**src/rtl/sqrt_seq_ctrl_if.sv**
```systemverilog
// rtl/sqrt_seq_ctrl_if.sv - operand/result handshake bundle for the FP16 sqrt sequencer
interface sqrt_seq_ctrl_if;
    logic       in_valid;
    logic       in_ready;
    logic       out_valid;
    logic       out_ready;
    logic [2:0] res_sel;

    modport master (
        output in_valid,
        output out_ready,
        input  in_ready,
        input  out_valid,
        input  res_sel
    );

    modport slave (
        input  in_valid,
        input  out_ready,
        output in_ready,
        output out_valid,
        output res_sel
    );
endinterface

```
**src/rtl/sqrt_seq_ctrl.sv**
```systemverilog
// rtl/sqrt_seq_ctrl.sv - FP16 sqrt sequencer, optional perf counters under SQRT_CTRL_PERF_EN
module sqrt_seq_ctrl #(
    parameter int ITERS  = 12,
    parameter int CNT_W  = 4,
    parameter int WAIT_T = 4
) (
    input  logic             clk,
    input  logic             rst_n,
    sqrt_seq_ctrl_if.slave   bus,
    input  logic             flush,
    output logic             op_load,
    output logic             cls_en,
    output logic             norm_en,
    input  logic             n_valid,
    input  logic             n_is_num,
    input  logic             n_is_nan,
    input  logic             n_is_pinf,
    input  logic             n_is_ninf,
    input  logic             n_sign,
    input  logic             n_zero,
    output logic             iter_start,
    output logic             iter_en,
    output logic [CNT_W-1:0] iter_idx,
    output logic             rnd_en,
    output logic             err
`ifdef SQRT_CTRL_PERF_EN
    ,
    output logic [15:0]      perf_ops,
    output logic [15:0]      perf_special
`endif
);

    typedef enum logic [2:0] {
        IDLE   = 3'd0,
        CLASS  = 3'd1,
        NORM   = 3'd2,
        WAIT_N = 3'd3,
        ITER   = 3'd4,
        ROUND  = 3'd5,
        DONE   = 3'd6
    } state_t;

    localparam int               GW         = (WAIT_T > 1) ? $clog2(WAIT_T) : 1;
    localparam logic [GW-1:0]    GUARD_LAST = GW'(WAIT_T - 1);
    localparam logic [CNT_W-1:0] IDX_LAST   = CNT_W'(ITERS - 1);

    localparam logic [2:0] SEL_COMP = 3'b000;
    localparam logic [2:0] SEL_QNAN = 3'b001;
    localparam logic [2:0] SEL_PINF = 3'b010;
    localparam logic [2:0] SEL_PZRO = 3'b011;
    localparam logic [2:0] SEL_NZRO = 3'b100;

    state_t        state;
    logic [GW-1:0] guard;
    logic [2:0]    dec_sel;
    logic          accept;
    logic          timeout;

    // Strobes decode straight from the state register; only the transfer and
    // timeout pulses also look at inputs, and both are masked by reset and flush.
    assign bus.in_ready  = rst_n & ~flush & (state == IDLE);
    assign accept        = bus.in_valid & bus.in_ready;
    assign op_load       = accept;
    assign cls_en        = (state == CLASS);
    assign norm_en       = (state == NORM);
    assign iter_en       = (state == ITER);
    assign iter_start    = (state == ITER) && (iter_idx == '0);
    assign rnd_en        = (state == ROUND);
    assign bus.out_valid = (state == DONE);
    assign timeout       = (state == WAIT_N) && !n_valid && (guard == GUARD_LAST);
    assign err           = rst_n & ~flush & timeout;

    // Class decode of the normalize result; anything unrecognised becomes qNaN.
    always_comb begin
        dec_sel = SEL_QNAN;
        if (n_is_nan)                  dec_sel = SEL_QNAN;
        else if (n_is_pinf)            dec_sel = SEL_PINF;
        else if (n_is_ninf)            dec_sel = SEL_QNAN;
        else if (n_is_num && n_zero)   dec_sel = n_sign ? SEL_NZRO : SEL_PZRO;
        else if (n_is_num && n_sign)   dec_sel = SEL_QNAN;
        else if (n_is_num)             dec_sel = SEL_COMP;
        else                           dec_sel = SEL_QNAN;
    end

    // Sequencer: one operation in flight, flush wins over every transition.
    always_ff @(posedge clk) begin
        if (!rst_n) begin
            state       <= IDLE;
            guard       <= '0;
            iter_idx    <= '0;
            bus.res_sel <= SEL_COMP;
        end else if (flush) begin
            state       <= IDLE;
            guard       <= '0;
            iter_idx    <= '0;
            bus.res_sel <= SEL_COMP;
        end else begin
            case (state)
                IDLE: begin
                    if (accept) state <= CLASS;
                end
                CLASS: begin
                    state <= NORM;
                end
                NORM: begin
                    guard <= '0;
                    state <= WAIT_N;
                end
                WAIT_N: begin
                    if (n_valid) begin
                        bus.res_sel <= dec_sel;
                        state       <= (dec_sel == SEL_COMP) ? ITER : DONE;
                    end else if (timeout) begin
                        state <= IDLE;
                    end else begin
                        guard <= guard + GW'(1);
                    end
                end
                ITER: begin
                    if (iter_idx == IDX_LAST) begin
                        iter_idx <= '0;
                        state    <= ROUND;
                    end else begin
                        iter_idx <= iter_idx + CNT_W'(1);
                    end
                end
                ROUND: begin
                    state <= DONE;
                end
                DONE: begin
                    if (bus.out_ready) state <= IDLE;
                end
                default: begin
                    state <= IDLE;
                end
            endcase
        end
    end

`ifdef SQRT_CTRL_PERF_EN
    // Completed-result counters survive flush; they wrap naturally at 16 bits.
    always_ff @(posedge clk) begin
        if (!rst_n) begin
            perf_ops     <= '0;
            perf_special <= '0;
        end else if (bus.out_valid && bus.out_ready) begin
            perf_ops <= perf_ops + 16'd1;
            if (bus.res_sel != SEL_COMP) perf_special <= perf_special + 16'd1;
        end
    end
`endif

endmodule
```
**src/flat_wrapper.sv**
```systemverilog
// flat-port wrapper written by rule: the top's interface ports become plain ports
module sqrt_seq_ctrl_flat 
#(
    parameter int ITERS  = 12,
    parameter int CNT_W  = 4,
    parameter int WAIT_T = 4
)
  (clk, rst_n, flush, op_load, cls_en, norm_en, n_valid, n_is_num, n_is_nan, n_is_pinf, n_is_ninf, n_sign, n_zero, iter_start, iter_en, iter_idx, rnd_en, err, bus_in_valid, bus_out_ready, bus_in_ready, bus_out_valid, bus_res_sel);
  sqrt_seq_ctrl_if bus_i ();
  input  logic clk;
  input  logic rst_n;
  input  logic flush;
  output logic op_load;
  output logic cls_en;
  output logic norm_en;
  input  logic n_valid;
  input  logic n_is_num;
  input  logic n_is_nan;
  input  logic n_is_pinf;
  input  logic n_is_ninf;
  input  logic n_sign;
  input  logic n_zero;
  output logic iter_start;
  output logic iter_en;
  output logic [CNT_W-1:0] iter_idx;
  output logic rnd_en;
  output logic err;
  input wire logic [$bits(bus_i.in_valid)-1:0] bus_in_valid;
  input wire logic [$bits(bus_i.out_ready)-1:0] bus_out_ready;
  output wire logic [$bits(bus_i.in_ready)-1:0] bus_in_ready;
  output wire logic [$bits(bus_i.out_valid)-1:0] bus_out_valid;
  output wire logic [$bits(bus_i.res_sel)-1:0] bus_res_sel;
  assign bus_i.in_valid = bus_in_valid;
  assign bus_i.out_ready = bus_out_ready;
  assign bus_in_ready = bus_i.in_ready;
  assign bus_out_valid = bus_i.out_valid;
  assign bus_res_sel = bus_i.res_sel;
  sqrt_seq_ctrl #(.ITERS(ITERS), .CNT_W(CNT_W), .WAIT_T(WAIT_T)) u_core (.clk(clk), .rst_n(rst_n), .bus(bus_i), .flush(flush), .op_load(op_load), .cls_en(cls_en), .norm_en(norm_en), .n_valid(n_valid), .n_is_num(n_is_num), .n_is_nan(n_is_nan), .n_is_pinf(n_is_pinf), .n_is_ninf(n_is_ninf), .n_sign(n_sign), .n_zero(n_zero), .iter_start(iter_start), .iter_en(iter_en), .iter_idx(iter_idx), .rnd_en(rnd_en), .err(err));
endmodule
```
**config.mk**
```make
export PLATFORM = sky130hd
export DESIGN_NAME = sqrt_seq_ctrl_flat
export DESIGN_NICKNAME = d
export VERILOG_FILES = /design/src/rtl/sqrt_seq_ctrl_if.sv /design/src/rtl/sqrt_seq_ctrl.sv /design/src/flat_wrapper.sv
export SDC_FILE = /design/constraint.sdc
export NUM_CORES = 1
export LEC_CHECK = 0
export CORE_MARGIN = 10
export CORE_UTILIZATION = 45
export CTS_CLUSTER_DIAMETER = 30
export DETAILED_ROUTE_END_ITERATION = 6
export PLACE_DENSITY = 0.82
export RECOVER_POWER = 100
export SLEW_MARGIN = 10
export SYNTH_ARGS = -nofsm -noshare
export SYNTH_HDL_FRONTEND = slang
export SYNTH_SLANG_ARGS = --single-unit
```
**constraint.sdc**
```tcl
create_clock -name clk -period 4.3 [get_ports clk]
set_input_delay 0.645 -clock clk [delete_from_list [all_inputs] [get_ports clk]]
set_output_delay 0.645 -clock clk [all_outputs]
set_load 0.01 [all_outputs]
```
# == Word level (Yosys, flattened, before mapping) ==
# Cells that the tools add are included.
# W data, S select, Z words.
# totals
reg_bits,12
out_inout_bits,16
word_cells,58
# classes
add_sub_neg,2
eq_ne,14
n_mux,18
bitwise_logic,6
reduce_logical,14
# ops
op,count
$mux W3,11
$pmux W3 S7,1
$eq A3 B3 Y1 const B,3
$ne A2 B2 Y1 const B,4
$eq A3 B2 Y1 const B,2
$logic_not A3 Y1,2
$mux W2,3
$logic_and A1 B1 Y1,5
$add A4 B1 Y4 const B,1
$and A1 B1 Y1,4
$eq A4 B4 Y1 const B,1
$logic_not A4 Y1,1
$mux W4,1
$pmux W2 S2,1
$reduce_and A4 Y1,1
$eq A3 B1 Y1 const B,1
$ne A3 B2 Y1 const B,1
$reduce_and A3 Y1,1
$add A2 B1 Y2 const B,1
$eq A2 B2 Y1 const B,1
$ne A2 B1 Y1 const B,1
$not A1 Y1,2
$reduce_and A2 Y1,1
$reduce_bool A2 Y1,1
3 further kinds,3

# == Depth between registers and ports, before layout ==
# depth
ltp_word,10
depth_mapped,6
mapped_depth_nobuf,5

# == Least setup slack after synthesis ==
# OpenSTA, ideal clock, no wires.
# synth_path
path_kind,in2out
start,input flush
end,output op_load
arrival_ps,1493
t_required_ps,3655
setup_slack_ps,2162
path_stages,3
n_path_buf,0
cell_sequence,nand2b_1 nor4_1 and2_1
# synth_between
elab_chain_len,4
# synth_lines
item,line,source
from (decl),flat_wrapper.sv:12,input logic flush;
$not A1 Y1,sqrt_seq_ctrl.sv:61,assign bus.in_ready = rst_n & ~flush & (state == IDLE);
$and A1 B1 Y1 (2 in a row),sqrt_seq_ctrl.sv:61,
net bus_in_ready,flat_wrapper.sv:30,output wire logic [$bits(bus_i.in_ready)-1:0] bus_in_ready;
$and A1 B1 Y1,sqrt_seq_ctrl.sv:62,assign accept = bus.in_valid & bus.in_ready;
to (decl),flat_wrapper.sv:13,output logic op_load;
# The timed path passes the listed nets, and every way through them passes these cells.

# == Worst setup path in the final report ==
# layout_path
start,input flush
end,output err
# layout_between
elab_chain_len,3
# layout_lines
item,line,source
$not A1 Y1,sqrt_seq_ctrl.sv:71,assign err = rst_n & ~flush & timeout;
$and A1 B1 Y1 (2 in a row),sqrt_seq_ctrl.sv:71,
to (decl),flat_wrapper.sv:27,output logic err;
# No other way between the ends.

==> results_dict.tcl <==
set metrics [dict create \
    critPathMaxStageDelay_ns 0.65 \
    yosysTopAreaCell "dfxtp_1" \
    core-area_sq_mm 0.00149 \
    hold_buffers 0 \
    antenna_left 0 \
    crit_arrival_ns 2.63 \
    reg2reg_from "u_core.state[2]$_SDFFE_PN0P_" \
    synth_most_common_cell "dfxtp_1" \
    synth-edff-count 0 \
    syn_to_final_growth_pct 43.8 \
    n_antenna_cell 0 \
    ctsResizeCount 0 \
    die_x_um 59.7 \
    timing.rr.end "u_core.iter_idx[3]$_SDFFE_PN0P_" \
    cts_buffers 3 \
    crit_path_end_kind "output pin" \
    startpoint "flush" \
    cts_htree_levels 1 \
    period_share_pct 76.3 \
    syn_avg_cell_area_sq_um 7.70 \
    tightest_slew_ns 0.477 \
    syn_nets 107 \
    yosys.cell_types.count 32 \
    root_buffer "clkbuf_4" \
    overflow 0 \
    critPathKind "input pin to output pin" \
    clock_skew_ns 0.00353 \
    cts_sinks 12 \
    dp_hpwl_um 1530 \
    crit_required_ns 3.65 \
    clk_pin_slew_ns 0.07 \
    hp-class "flip-flop to flip-flop" \
    drive_gt1_share_pct 5.88 \
    die_h_um 59.7 \
    gr-usage-met3_pct 2.97 \
    fin_tns_setup_ns 0 \
    totalWireLength_um 1930 \
    fin_crit_ns 3.28 \
    synth_ff_type "dfxtp_1" \
    top_usage_layer "met2" \
    syn_area_sq_um 708 \
    async_flop_share_pct 0 \
    crit_path_top_delay_cell "dlygate4sd3_1" \
    ys_ff_latch 12 \
    relSlewSlack_pct 67.9 \
    grt_pass1_wl_um 3000 \
    status "completed" \
    yosysWarnings 0 \
    yosysTopAreaCellShare_pct 33.9 \
    vias_per_cell 5.66 \
    maxCapViolCount 0 \
    met2_usage_pct 17.8 \
    path_max_fanout 9 \
    cts_tree "yes" \
    clock_latency_ns 0.27 \
    syn-instance-count 92 \
    grtUsageTotal_pct 10.4 \
    row_count 14 \
    r2r_slack_ns 2.47 \
    regArea_sq_um 240 \
    drt-initial-drc-count 16 \
    wire_per_inst_um 14.3 \
    multiInputGateArea_sq_um 429 \
    p_leak_nw 0.419 \
    critPathLaunchType "input pin" \
    worst_ir_drop_vdd_mv 0.128 \
    rsz0062_at_grt "false" \
    route.detailed.drc 0 \
    antenna_found_initial 0 \
    dieArea_sq_mm 0.00356 \
    fmax_mhz 305 \
    crit_chain "dlygate4sd3_1 -> nand2b_1 -> clkbuf_1 -> nor4b_1 -> dlygate4sd3_1" \
    p_per_area_mw_per_mm2 225 \
    grt_pass1_vias 705 \
    synth_common_cells "dfxtp_1, nand2_1, nor2_1" \
    finalHoldViolCount 0 \
    clockBufferDepth 2 \
    power_uw 229 \
    reg2reg_depth 3 \
    start_util_pct 47.6 \
    nNetsFinal 135 \
    firstDrtPassIters 4 \
    ys_top_cells_by_area "dfxtp_1, ha_1, nand2_1, nor2_1, a21oi_1" \
    fill_cells 126 \
    globalRouteMet1Util_pct 10.8 \
    io_pins 28 \
    crit_end "err" \
    slew_violations 0 \
    gp_congestion 0.841 \
    finalSetupViolCount 0 \
    crit_top_cell "dlygate4sd3_1" \
    grt_max_degree 15 \
    cts_setup_buffers 0 \
    synth_seq_area_share_pct 33.9 \
    port-buffer-count 27 \
    vias 764 \
]
-- stage by stage --
stage / cells / util (%) / hold slack (ns) / cell area [sq um] / setup WS, ns
finish: 135 / 68.4 / 0.454 / 1020 / 1.02
global placement: 131 / 66.2 / 0.459 / 986 / 1.28
detailed placement: 131 / 66.2 / 0.448 / 986 / 1.26
floorplan: 92 / - / 0.465 / 708 / 2.16
CTS: 135 / 68.7 / 0.458 / 1020 / 1.23
global route: 135 / 68.4 / 0.498 / 1020 / 0.899
-- power breakdown --
group	leakage, nW	switching [mW]	total [mW]	internal (mW)
sequential	0.0968	0.00214	0.114	0.112
clock	0.0210	0.0378	0.0893	0.0515
combinational	0.301	0.0106	0.0258	0.0152
total	0.419	0.0506	0.229	0.178
-- critical path, delay by kind of cell --
| family | cells | cell delay (ns) |
|---|---|---|
| buffers and inverters | 3 | 1.43 |
| and+or+nand+nor | 2 | 0.56 |
-- cell usage in the layout (no fill, tap or decap), drive strengths merged, types with 3 or more instances in the layout --
cell and n:
dfxtp 12, dlygate4sd3 19, nor3 4, clkdlybuf4s50 8
clkbuf 5, ha 3, o21ai 4, inv 5
nor2 10, a21oi 7, nand2 10, or3b 3
nor2b 5
-- registers in the layout, indices dropped and copies added (netlist names) --
signal and count:
u_core.iter_idx 4, u_core.bus.res_sel 3, u_core.state 3, u_core.guard 2
-- how the worst min path moves through the flow --
| stage | end | cells after the start | slack, ns | start |
|---|---|---|---|---|
| after detailed placement | u_core.bus.res_sel[2]$_SDFFE_PN0P_ | 2 | 0.45 | u_core.bus.res_sel[2]$_SDFFE_PN0P_ |
| after global routing | u_core.bus.res_sel[2]$_SDFFE_PN0P_ | 2 | 0.50 | u_core.bus.res_sel[2]$_SDFFE_PN0P_ |
| final | u_core.bus.res_sel[2]$_SDFFE_PN0P_ | 2 | 0.45 | u_core.bus.res_sel[2]$_SDFFE_PN0P_ |
| after CTS | u_core.bus.res_sel[2]$_SDFFE_PN0P_ | 2 | 0.46 | u_core.bus.res_sel[2]$_SDFFE_PN0P_ |
| after floorplan | u_core.guard[1]$_SDFFE_PN0P_ | 2 | 0.47 | u_core.guard[1]$_SDFFE_PN0P_ |
| after global placement | u_core.bus.res_sel[2]$_SDFFE_PN0P_ | 2 | 0.46 | u_core.bus.res_sel[2]$_SDFFE_PN0P_ |
-- final cells by class --
type | count | area share [%]
clock buffers | 4 | 3.56
inverters | 5 | 1.84
multi-input cells | 70 | 42.1
flip-flops and latches | 12 | 23.6
well taps | 16 | 1.97
repair buffers | 28 | 26.9
-- routing by layer --
layer  share of wire (%)  vias to the layer above
li1                    -                      384
met2                  48                       29
met3                 7.7                        2
met4                 1.1                        0
met1                  43                      349
met5                   0                        -
-- cell families after synthesis --
family / synth area share, %
AO/OA/AOI/OAI: 16.8
XOR/XNOR: 1.24
adder cells (fa/ha/maj): 5.30
buffers and inverters: 5.48
flip-flops: 33.9
multiplexers: 1.59
AND/OR/NAND/NOR: 35.7
(Power assumes the default switching activity.)
